==> config.mk <==
export PLATFORM = sky130hd
export DESIGN_NAME = shared_dp_arbiter_flat
export DESIGN_NICKNAME = d
export VERILOG_FILES = /design/src/rtl/shared_dp_arbiter_if.sv /design/src/rtl/shared_dp_arbiter.sv /design/src/flat_wrapper.sv
export SDC_FILE = /design/constraint.sdc
export NUM_CORES = 1
export LEC_CHECK = 0
export ABC_AREA = 1
export CORE_UTILIZATION = 28
export DETAILED_ROUTE_END_ITERATION = 8
export PLACE_DENSITY = 0.56
export SYNTH_ARGS = -nofsm -noshare
export SYNTH_HDL_FRONTEND = slang
export SYNTH_SLANG_ARGS = --single-unit
==> constraint.sdc <==
create_clock -name clk -period 2.3 [get_ports clk]
set_input_delay 0.46 -clock clk [delete_from_list [all_inputs] [get_ports clk]]
set_output_delay 0.46 -clock clk [all_outputs]
set_load 0.02 [all_outputs]
==> src/rtl/shared_dp_arbiter_if.sv <==
// Request fabric / datapath / response bundle for shared_dp_arbiter.
// master = fabric + datapath side, slave = the arbiter.
interface shared_dp_arbiter_if #(
  parameter int NUM_REQ = 4,
  parameter int DIN_W   = 6,
  parameter int DOUT_W  = 10,
  parameter int ID_W    = $clog2(NUM_REQ)
);
  logic [NUM_REQ-1:0]       req_valid;
  logic [NUM_REQ*DIN_W-1:0] req_data;
  logic [NUM_REQ-1:0]       req_ready;
  logic [DIN_W-1:0]         dp_in;
  logic [DOUT_W-1:0]        dp_out;
  logic                     rsp_valid;
  logic                     rsp_ready;
  logic [DOUT_W-1:0]        rsp_data;
  logic [ID_W-1:0]          rsp_id;
  logic                     busy;
  logic [15:0]              ops_done;

  modport master (
    output req_valid, req_data, dp_out, rsp_ready,
    input  req_ready, dp_in, rsp_valid, rsp_data, rsp_id, busy, ops_done
  );
  modport slave (
    input  req_valid, req_data, dp_out, rsp_ready,
    output req_ready, dp_in, rsp_valid, rsp_data, rsp_id, busy, ops_done
  );
endinterface

==> src/rtl/shared_dp_arbiter.sv <==
// Round-robin arbiter that time-shares one combinational datapath among
// NUM_REQ requesters: grant, hold operand DP_LAT cycles, return result + id.
module shared_dp_arbiter #(
  parameter int NUM_REQ = 4,
  parameter int DIN_W   = 6,
  parameter int DOUT_W  = 10,
  parameter int DP_LAT  = 1,
  parameter int ID_W    = $clog2(NUM_REQ)
) (
  input  logic                clk,
  input  logic                rst,
  shared_dp_arbiter_if.slave  bus
);
  localparam int CNT_W = 4;

  typedef enum logic [1:0] {IDLE, BUSY, RESP} state_t;

  state_t              state_q, state_d;
  logic [DIN_W-1:0]    op_q, op_d;
  logic [ID_W-1:0]     id_q, id_d;
  logic [ID_W-1:0]     ptr_q, ptr_d;
  logic [CNT_W-1:0]    cnt_q, cnt_d;
  logic [DOUT_W-1:0]   rdata_q, rdata_d;
  logic [ID_W-1:0]     rid_q, rid_d;
  logic [15:0]         ops_q, ops_d;

  logic                gnt_found;
  logic [ID_W-1:0]     gnt_idx;
  logic                can_grant;
  logic                grant;

  // Search starts one past the last winner so every holder is reached
  // within NUM_REQ grants.
  always_comb begin
    gnt_found = 1'b0;
    gnt_idx   = '0;
    for (int k = 1; k <= NUM_REQ; k++) begin
      if (!gnt_found && bus.req_valid[(int'(ptr_q) + k) % NUM_REQ]) begin
        gnt_found = 1'b1;
        gnt_idx   = ID_W'((int'(ptr_q) + k) % NUM_REQ);
      end
    end
    can_grant = !rst && ((state_q == IDLE) || (state_q == RESP && bus.rsp_ready));
    grant     = can_grant && gnt_found;
    bus.req_ready = '0;
    if (grant) bus.req_ready[gnt_idx] = 1'b1;
  end

  always_comb begin
    state_d = state_q;
    op_d    = op_q;
    id_d    = id_q;
    ptr_d   = ptr_q;
    cnt_d   = cnt_q;
    rdata_d = rdata_q;
    rid_d   = rid_q;
    ops_d   = ops_q;
    case (state_q)
      IDLE: ;
      BUSY: begin
        cnt_d = cnt_q - 4'd1;
        if (cnt_q == 4'd1) begin
          rdata_d = bus.dp_out;
          rid_d   = id_q;
          state_d = RESP;
        end
      end
      RESP: begin
        if (bus.rsp_ready) begin
          ops_d   = ops_q + 16'd1;
          state_d = IDLE;
        end
      end
      default: state_d = IDLE;
    endcase
    // A grant in RESP overrides the IDLE return for back-to-back ops.
    if (grant) begin
      op_d    = bus.req_data[int'(gnt_idx)*DIN_W +: DIN_W];
      id_d    = gnt_idx;
      ptr_d   = gnt_idx;
      cnt_d   = CNT_W'(DP_LAT);
      state_d = BUSY;
    end
  end

  always_ff @(posedge clk) begin
    if (rst) begin
      state_q <= IDLE;
      op_q    <= '0;
      id_q    <= '0;
      ptr_q   <= ID_W'(NUM_REQ - 1);
      cnt_q   <= '0;
      rdata_q <= '0;
      rid_q   <= '0;
      ops_q   <= '0;
    end else begin
      state_q <= state_d;
      op_q    <= op_d;
      id_q    <= id_d;
      ptr_q   <= ptr_d;
      cnt_q   <= cnt_d;
      rdata_q <= rdata_d;
      rid_q   <= rid_d;
      ops_q   <= ops_d;
    end
  end

  logic [15:0] ops_done_q;
  assign ops_done_q = ops_q;

  assign bus.dp_in     = op_q;
  assign bus.rsp_valid = (state_q == RESP);
  assign bus.rsp_data  = rdata_q;
  assign bus.rsp_id    = rid_q;
  assign bus.busy      = (state_q != IDLE);
  assign bus.ops_done  = ops_done_q;
endmodule
==> src/flat_wrapper.sv <==
// flat-port wrapper written by rule: the top's interface ports become plain ports
module shared_dp_arbiter_flat 
#(
  parameter int NUM_REQ = 4,
  parameter int DIN_W   = 6,
  parameter int DOUT_W  = 10,
  parameter int DP_LAT  = 1,
  parameter int ID_W    = $clog2(NUM_REQ)
)
  (clk, rst, bus_req_valid, bus_req_data, bus_dp_out, bus_rsp_ready, bus_req_ready, bus_dp_in, bus_rsp_valid, bus_rsp_data, bus_rsp_id, bus_busy, bus_ops_done);
  shared_dp_arbiter_if #(.NUM_REQ(NUM_REQ), .DIN_W(DIN_W), .DOUT_W(DOUT_W), .ID_W(ID_W)) bus_i ();
  input  logic clk;
  input  logic rst;
  input wire logic [$bits(bus_i.req_valid)-1:0] bus_req_valid;
  input wire logic [$bits(bus_i.req_data)-1:0] bus_req_data;
  input wire logic [$bits(bus_i.dp_out)-1:0] bus_dp_out;
  input wire logic [$bits(bus_i.rsp_ready)-1:0] bus_rsp_ready;
  output wire logic [$bits(bus_i.req_ready)-1:0] bus_req_ready;
  output wire logic [$bits(bus_i.dp_in)-1:0] bus_dp_in;
  output wire logic [$bits(bus_i.rsp_valid)-1:0] bus_rsp_valid;
  output wire logic [$bits(bus_i.rsp_data)-1:0] bus_rsp_data;
  output wire logic [$bits(bus_i.rsp_id)-1:0] bus_rsp_id;
  output wire logic [$bits(bus_i.busy)-1:0] bus_busy;
  output wire logic [$bits(bus_i.ops_done)-1:0] bus_ops_done;
  assign bus_i.req_valid = bus_req_valid;
  assign bus_i.req_data = bus_req_data;
  assign bus_i.dp_out = bus_dp_out;
  assign bus_i.rsp_ready = bus_rsp_ready;
  assign bus_req_ready = bus_i.req_ready;
  assign bus_dp_in = bus_i.dp_in;
  assign bus_rsp_valid = bus_i.rsp_valid;
  assign bus_rsp_data = bus_i.rsp_data;
  assign bus_rsp_id = bus_i.rsp_id;
  assign bus_busy = bus_i.busy;
  assign bus_ops_done = bus_i.ops_done;
  shared_dp_arbiter #(.NUM_REQ(NUM_REQ), .DIN_W(DIN_W), .DOUT_W(DOUT_W), .DP_LAT(DP_LAT), .ID_W(ID_W)) u_core (.clk(clk), .rst(rst), .bus(bus_i));
endmodule
After elaboration in Yosys (flattened, before gate mapping)
Index checks and enable logic that the tools add are counted.

storage, ports and cells
  bits in registers = 44
  memories = 0
  logic and storage cells = 90
  bits of input ports = 41
  bits in writable memories = 0
  latch bits = 0
  ROM bits = 0
  output and inout bits = 40

cells by class
  equal/unequal tests = 8
  divide/modulo/power cells = 0
  add/subtract/negate cells = 6
  bitwise operators = 5
  reduce and logical (&&, ||, !) cells = 24
  order comparisons = 6
  shift-type cells = 1
  multiplexer cells = 29
  $mul = 1

operators by type and width
  kind                                                                           number
  24-bit by 32-bit variable part select with 6-bit output                        1
  16-bit by 1-bit adder with 16-bit output (second input constant)               1
  3-bit by 4-bit less-than comparator with 1-bit output (second input constant)  4
  1-bit 2-to-1 mux                                                               16
  2-bit 2-to-1 mux                                                               6
  2-bit OR reduction                                                             5
  1-bit binary-select mux with 2-bit select                                      4
  1-bit logical AND                                                              7
  2-bit one-hot mux with 3 select lines                                          1
  3-bit AND reduction                                                            2
  2-bit by 1-bit adder with 2-bit output (second input constant)                 2
  2-bit adder (second input constant)                                            2
  1-bit bitwise AND (first input constant)                                       4
  4-bit by 1-bit == test with 1-bit output (second input constant)               1
  1-bit logical NOT                                                              4
  2-bit by 2-bit multiplier with 4-bit output (second input constant)            1
  4-bit 2-to-1 mux                                                               1
  2-bit by 1-bit != test with 1-bit output (second input constant)               2
  2-bit AND reduction                                                            2
  2-bit nonzero test                                                             2
  4-bit by 1-bit subtractor with 4-bit output (second input constant)            1
  2-bit by 3-bit less-than comparator with 1-bit output (second input constant)  1
  3-bit by 1-bit != test with 1-bit output (second input constant)               1
  3-bit by 2-bit != test with 1-bit output (second input constant)               1
  8 further kinds                                                                8

Logic depth before layout (Yosys ltp)
  depth after elaboration = 21
  gate-level depth with buffers = 16
  mapped depth without buffers = 15

Worst setup path after synthesis
OpenSTA, ideal clock, no wires.

  path type = reg-to-output
  from = reg u_core.ptr_q[0]
  to = out bus_req_ready[0]
  required time = 1840 ps
  path slack = 212 ps
  arrival = 1628 ps
  stages on the path, launching flop included = 13
  path through = dfxtp_1 -> buf_6 -> inv_12 -> nand2_1 -> nand3_1 -> nand2_4 -> nor2_8 -> nand3_4 -> nand2_4 -> nand2_4 -> inv_2 -> nand2_1 -> nor2_1

between the ends
  cells in the longest elaborated chain, start to end = 19
  elaborated cells on any way between the ends = 37
  those cells by class = add/sub (4); order compare (2); mux (23); reduce/logical (8)

ends and longest elaborated chain
  what                                                                                                                                           line                                              text
  start, declared                                                                                                                                shared_dp_arbiter.sv:21                           logic [ID_W-1:0] ptr_q, ptr_d;
  start signal, assigned                                                                                                                         shared_dp_arbiter.sv:91                           ptr_q <= ID_W'(NUM_REQ - 1);
  start signal, assigned                                                                                                                         shared_dp_arbiter.sv:100                          ptr_q <= ptr_d;
  2-bit by 1-bit adder with 2-bit output                                                                                                         shared_dp_arbiter.sv:38, shared_dp_arbiter.sv:40
  1-bit binary-select mux with 2-bit select                                                                                                      shared_dp_arbiter.sv:38                           if (!gnt_found && bus.req_valid[(int'(ptr_q) + k) % NUM_REQ]) begin
  1-bit 2-to-1 mux (not written as such) (2 in series)                                                                                           shared_dp_arbiter.sv:38
  1-bit 2-to-1 mux                                                                                                                               shared_dp_arbiter.sv:38
  1-bit logical NOT                                                                                                                              shared_dp_arbiter.sv:38
  1-bit logical AND                                                                                                                              shared_dp_arbiter.sv:38
  1-bit 2-to-1 mux                                                                                                                               shared_dp_arbiter.sv:38
  1-bit logical NOT                                                                                                                              shared_dp_arbiter.sv:38
  [... 2 more ...]                                                                                                                               n/a
  1-bit logical NOT                                                                                                                              shared_dp_arbiter.sv:38
  1-bit logical AND                                                                                                                              shared_dp_arbiter.sv:38
  2-bit 2-to-1 mux                                                                                                                               shared_dp_arbiter.sv:38
  2-bit by 3-bit less-than comparator with 1-bit output (not written as such) or 2-bit by 1-bit >= comparator with 1-bit output (tied branches)  shared_dp_arbiter.sv:46                           if (grant) bus.req_ready[gnt_idx] = 1'b1;
  1-bit logical AND (not written as such)                                                                                                        shared_dp_arbiter.sv:46
  1-bit 2-to-1 mux (not written as such)                                                                                                         shared_dp_arbiter.sv:46
  1-bit demux with 2-bit select                                                                                                                  n/a
  4-bit 2-to-1 mux (*)                                                                                                                           shared_dp_arbiter.sv:46
  end, declared                                                                                                                                  flat_wrapper.sv:18                                output wire logic [$bits(bus_i.req_ready)-1:0] bus_req_ready;

Every way passes the cells marked *; elsewhere a longest branch is shown, timed or not. The select of a mux whose other input is x is not followed.

Worst setup path after layout
  from = reg u_core.ptr_q[0]
  to = out bus_req_ready[3]

Same word-level chain as after synthesis.

==> run_results.csv <==
group,metric,value,unit
power_and_ir_drop,design_power_total,4630,µW
global_route,grt-ovfl-total,0,
timing,setup_violations,4,
drt,wl,6.20,mm
cts,clock_path_buffers,2,
drt,via_per_inst,4.37,
cts,cts.htree.levels,2,
critical_path,worstReg2RegStart,"u_core.ptr_q[0]$_SDFFE_PP1P_",
timing,post-route-period-util,1.03,
synthesis,synth.most_common_cell,"nand2_1",
cts,cts_buffers,5,
timing,worstMarginPinSlew,340,ps
power_and_ir_drop,peakVddDrop,0.506,mV
critical_path,r2r_end,"u_core.bus.dp_in[1]$_SDFFE_PP0P_",
timing,skew,9.72,ps
synthesis,async_reset_ff_frac,0,
floorplan,die_x,94.7,µm
final_layout,area_growth,60.3,%
cts,clk_pin_slew_worst_paths,80,ps
cts,hold_buffers,0,
timing,slew_viol_final,0,
timing,relSlewSlack,0.773,
drt,routedWlPerCell,10.9,µm
synthesis,yosysSeqAreaShare,0.366,
cts,insertion_delay,290,ps
synthesis,synth_area_leaders,"dfxtp_1 (37%), nand2_1 (11%), nor2_1 (7.6%), nand3_1 (7.1%), nand2_2 (6.0%)",
synthesis,syn_nets,391,
critical_path,r2r_slack,410,ps
final_layout,drive_gt1_frac,0.248,
global_route,grt_pass1_vias,2275,
floorplan,num_io_pins,81,
critical_path,critPathLaunchType,"register",
floorplan,fp.dieH,94.7,µm
synthesis,syn_inst,347,
power_and_ir_drop,p_leak,0.00169,µW
drt,vias,2484,
timing,hold-worst-slack,458,ps
global_route,grt.total_usage,0.141,
timing,rsz0062_at_grt,"yes",
critical_path,startpoint,"u_core.ptr_q[0]$_SDFFE_PP1P_",
critical_path,cp_max_fo,9,
critical_path,worstSetupPathType,"register to output pin",
critical_path,crit_arrival,1900,ps
global_route,grt_max_degree,17,
cts,cts_tree,"built",
synthesis,yosys_warnings,0,
synthesis,synth_edf_count,0,
run,cap_violations,0,
place,gp_congestion,0.771,
timing,tns,-200,ps
timing,fin_ws,-58.2,ps
cts,clock_sinks,44,
synthesis,yosysTopAreaCell,"dfxtp_1",
floorplan,core-area,8260,µm²
global_route,grt_pass1_wl,10.1,mm
place,port-buffer-count,80,
synthesis,synth_area_per_cell,6.93,µm²
drt,drtIter0Drc,54,
place,hpwl,4.78,mm
floorplan,dieArea,8960,µm²
power_and_ir_drop,powerDensity,1200,nW/µm²
final_layout,finish.instance_area,3850,µm²
global_route,antenna_found_initial,0,
place,place_area,3530,µm²
outcome,status,"finished with violations",
synthesis,ys.flop_type,"dfxtp_1",
cts,root_buffer,"clkbuf_8",
floorplan,start_util,0.291,
timing,hold_viol,0,
synthesis,synth_seq_cells,44,
timing,period_needed,2360,ps
floorplan,core.rowCount,33,
drt,drc,0,
synthesis,post-synth-top-area-fraction,0.366,
critical_path,crit_path_end_kind,"output pin",
timing,fmax,424,MHz
final_layout,antenna_cells,0,
synthesis,ys_types,34,
synthesis,syn_area,2400,µm²
outcome,violations,"setup timing",
critical_path,reg2reg_depth,16,
critical_path,worstSetupEndpoint,"bus_req_ready[3]",
critical_path,crit_required,1840,ps
hold_path,hold_class,"register to register",
final_layout,final_nets,508,
drt,ant_nets,0,
synthesis,synth_common_cells,"nand2_1 (73), nor2_1 (49), dfxtp_1 (44), inv_1 (36), nand3_1 (34)",
drt,dr.pass1.iters,4,
layout by cell type (no fill, tap or decap), types with 2 or more instances in the layout:
cell type,instances
clkdlybuf4s50_1,72
nand2_1,67
nor2_1,46
dfxtp_1,42
buf_4,36
inv_1,32
nand3_1,31
nand2_4,19
o21ai_0,18
nand2_2,16
a21oi_1,15
inv_2,7
nor2_4,5
nor2_2,5
clkbuf_8,5
nor3_1,4
dlygate4sd2_1,4
buf_6,4
nand3_4,3
xnor2_1,3
o21ai_1,3
ha_1,3
nand3_2,2
nand4_1,2
o21a_1,2
xor2_1,2
routing by layer:
layer	GRT usage	share of wire	vias up
li1	-	-	1327
met1	0.185	0.46	1106
met2	0.233	0.48	47
met3	0.0330	0.046	4
met4	0.0303	0.0061	0
met5	0	0	-
critical path: stages, from the launching register on:
cell     delay [ps]
dfxtp_4         370
buf_12          130
inv_12           50
nand2_4          50
nand2_4          50
nand2_4          80
nand2_4          70
nor2_8          180
nand3_4         120
a21oi_4         230
nor2_4           50
inv_2            50
nor2_1           30
buf_4           150
repair_timing:
| action | 4_1_cts | 5_1_grt |
|---|---|---|
| endpoints found under the hold margin | 0 | 0 |
| pin swaps | 5 | 11 |
| resized for setup | 40 | 32 |
| gates cloned | 0 | 1 |
| endpoints found under the setup margin | 4 | 4 |
| setup buffers | 1 | 4 |
metrics by stage:
step                      utilization  setup slack (ps)  instances
after floorplan                     -               212        347
after global placement          0.427              -753        556
after detailed placement        0.427              -786        556
after CTS                       0.444              -119        563
after global routing            0.467              -171        568
final                           0.467             -58.2        568
final cells by class:
cell class	instances	area (µm²)
fillers	846	4400
multi-input cells	254	1450
repair buffers	118	1120
flip-flops and latches	44	886
inverters	41	171
well taps	105	131
clock buffers	5	68.8
clock inverters	1	30.0
registers in the layout (all words and copies together) (netlist names):
signal,count
u_core.state_q,2
u_core.bus.ops_done,16
u_core.cnt_q,4
u_core.bus.dp_in,6
u_core.id_q,2
u_core.bus.rsp_id,2
u_core.ptr_q,2
u_core.bus.rsp_data,10
cell families after synthesis:
| logic type | share of synthesized area |
|---|---|
| and+or+nand+nor | 0.408 |
| buffers and inverters | 0.0947 |
| xor gates and xnor gates | 0.0182 |
| DFF | 0.366 |
| AOI/OAI and AO/OA | 0.0973 |
| adders and majority gates | 0.0156 |
power breakdown:
group / leakage, µW / internal (µW) / switching [µW]
Sequential: 0.000359 / 948 / 107
Combinational: 0.00129 / 1370 / 1640
Clock: 0.0000501 / 312 / 252
worst min path at each step:
| stage | startpoint | to | cells past startpoint |
|---|---|---|---|
| 3_3_place_gp | u_core.bus.dp_in[3]$_SDFFE_PP0P_ | u_core.bus.dp_in[3]$_SDFFE_PP0P_ | 2 |
| 4_1_cts | u_core.id_q[1]$_SDFFE_PP0P_ | u_core.id_q[1]$_SDFFE_PP0P_ | 2 |
| 3_5_place_dp | u_core.id_q[1]$_SDFFE_PP0P_ | u_core.id_q[1]$_SDFFE_PP0P_ | 2 |
| 6_report | u_core.id_q[1]$_SDFFE_PP0P_ | u_core.id_q[1]$_SDFFE_PP0P_ | 2 |
| 2_1_floorplan | u_core.id_q[0]$_SDFFE_PP0P_ | u_core.bus.rsp_id[0]$_SDFFE_PP0P_ | 2 |
| 5_1_grt | u_core.bus.dp_in[3]$_SDFFE_PP0P_ | u_core.bus.dp_in[3]$_SDFFE_PP0P_ | 2 |
No activity file was read; power rests on OpenSTA's default activity.
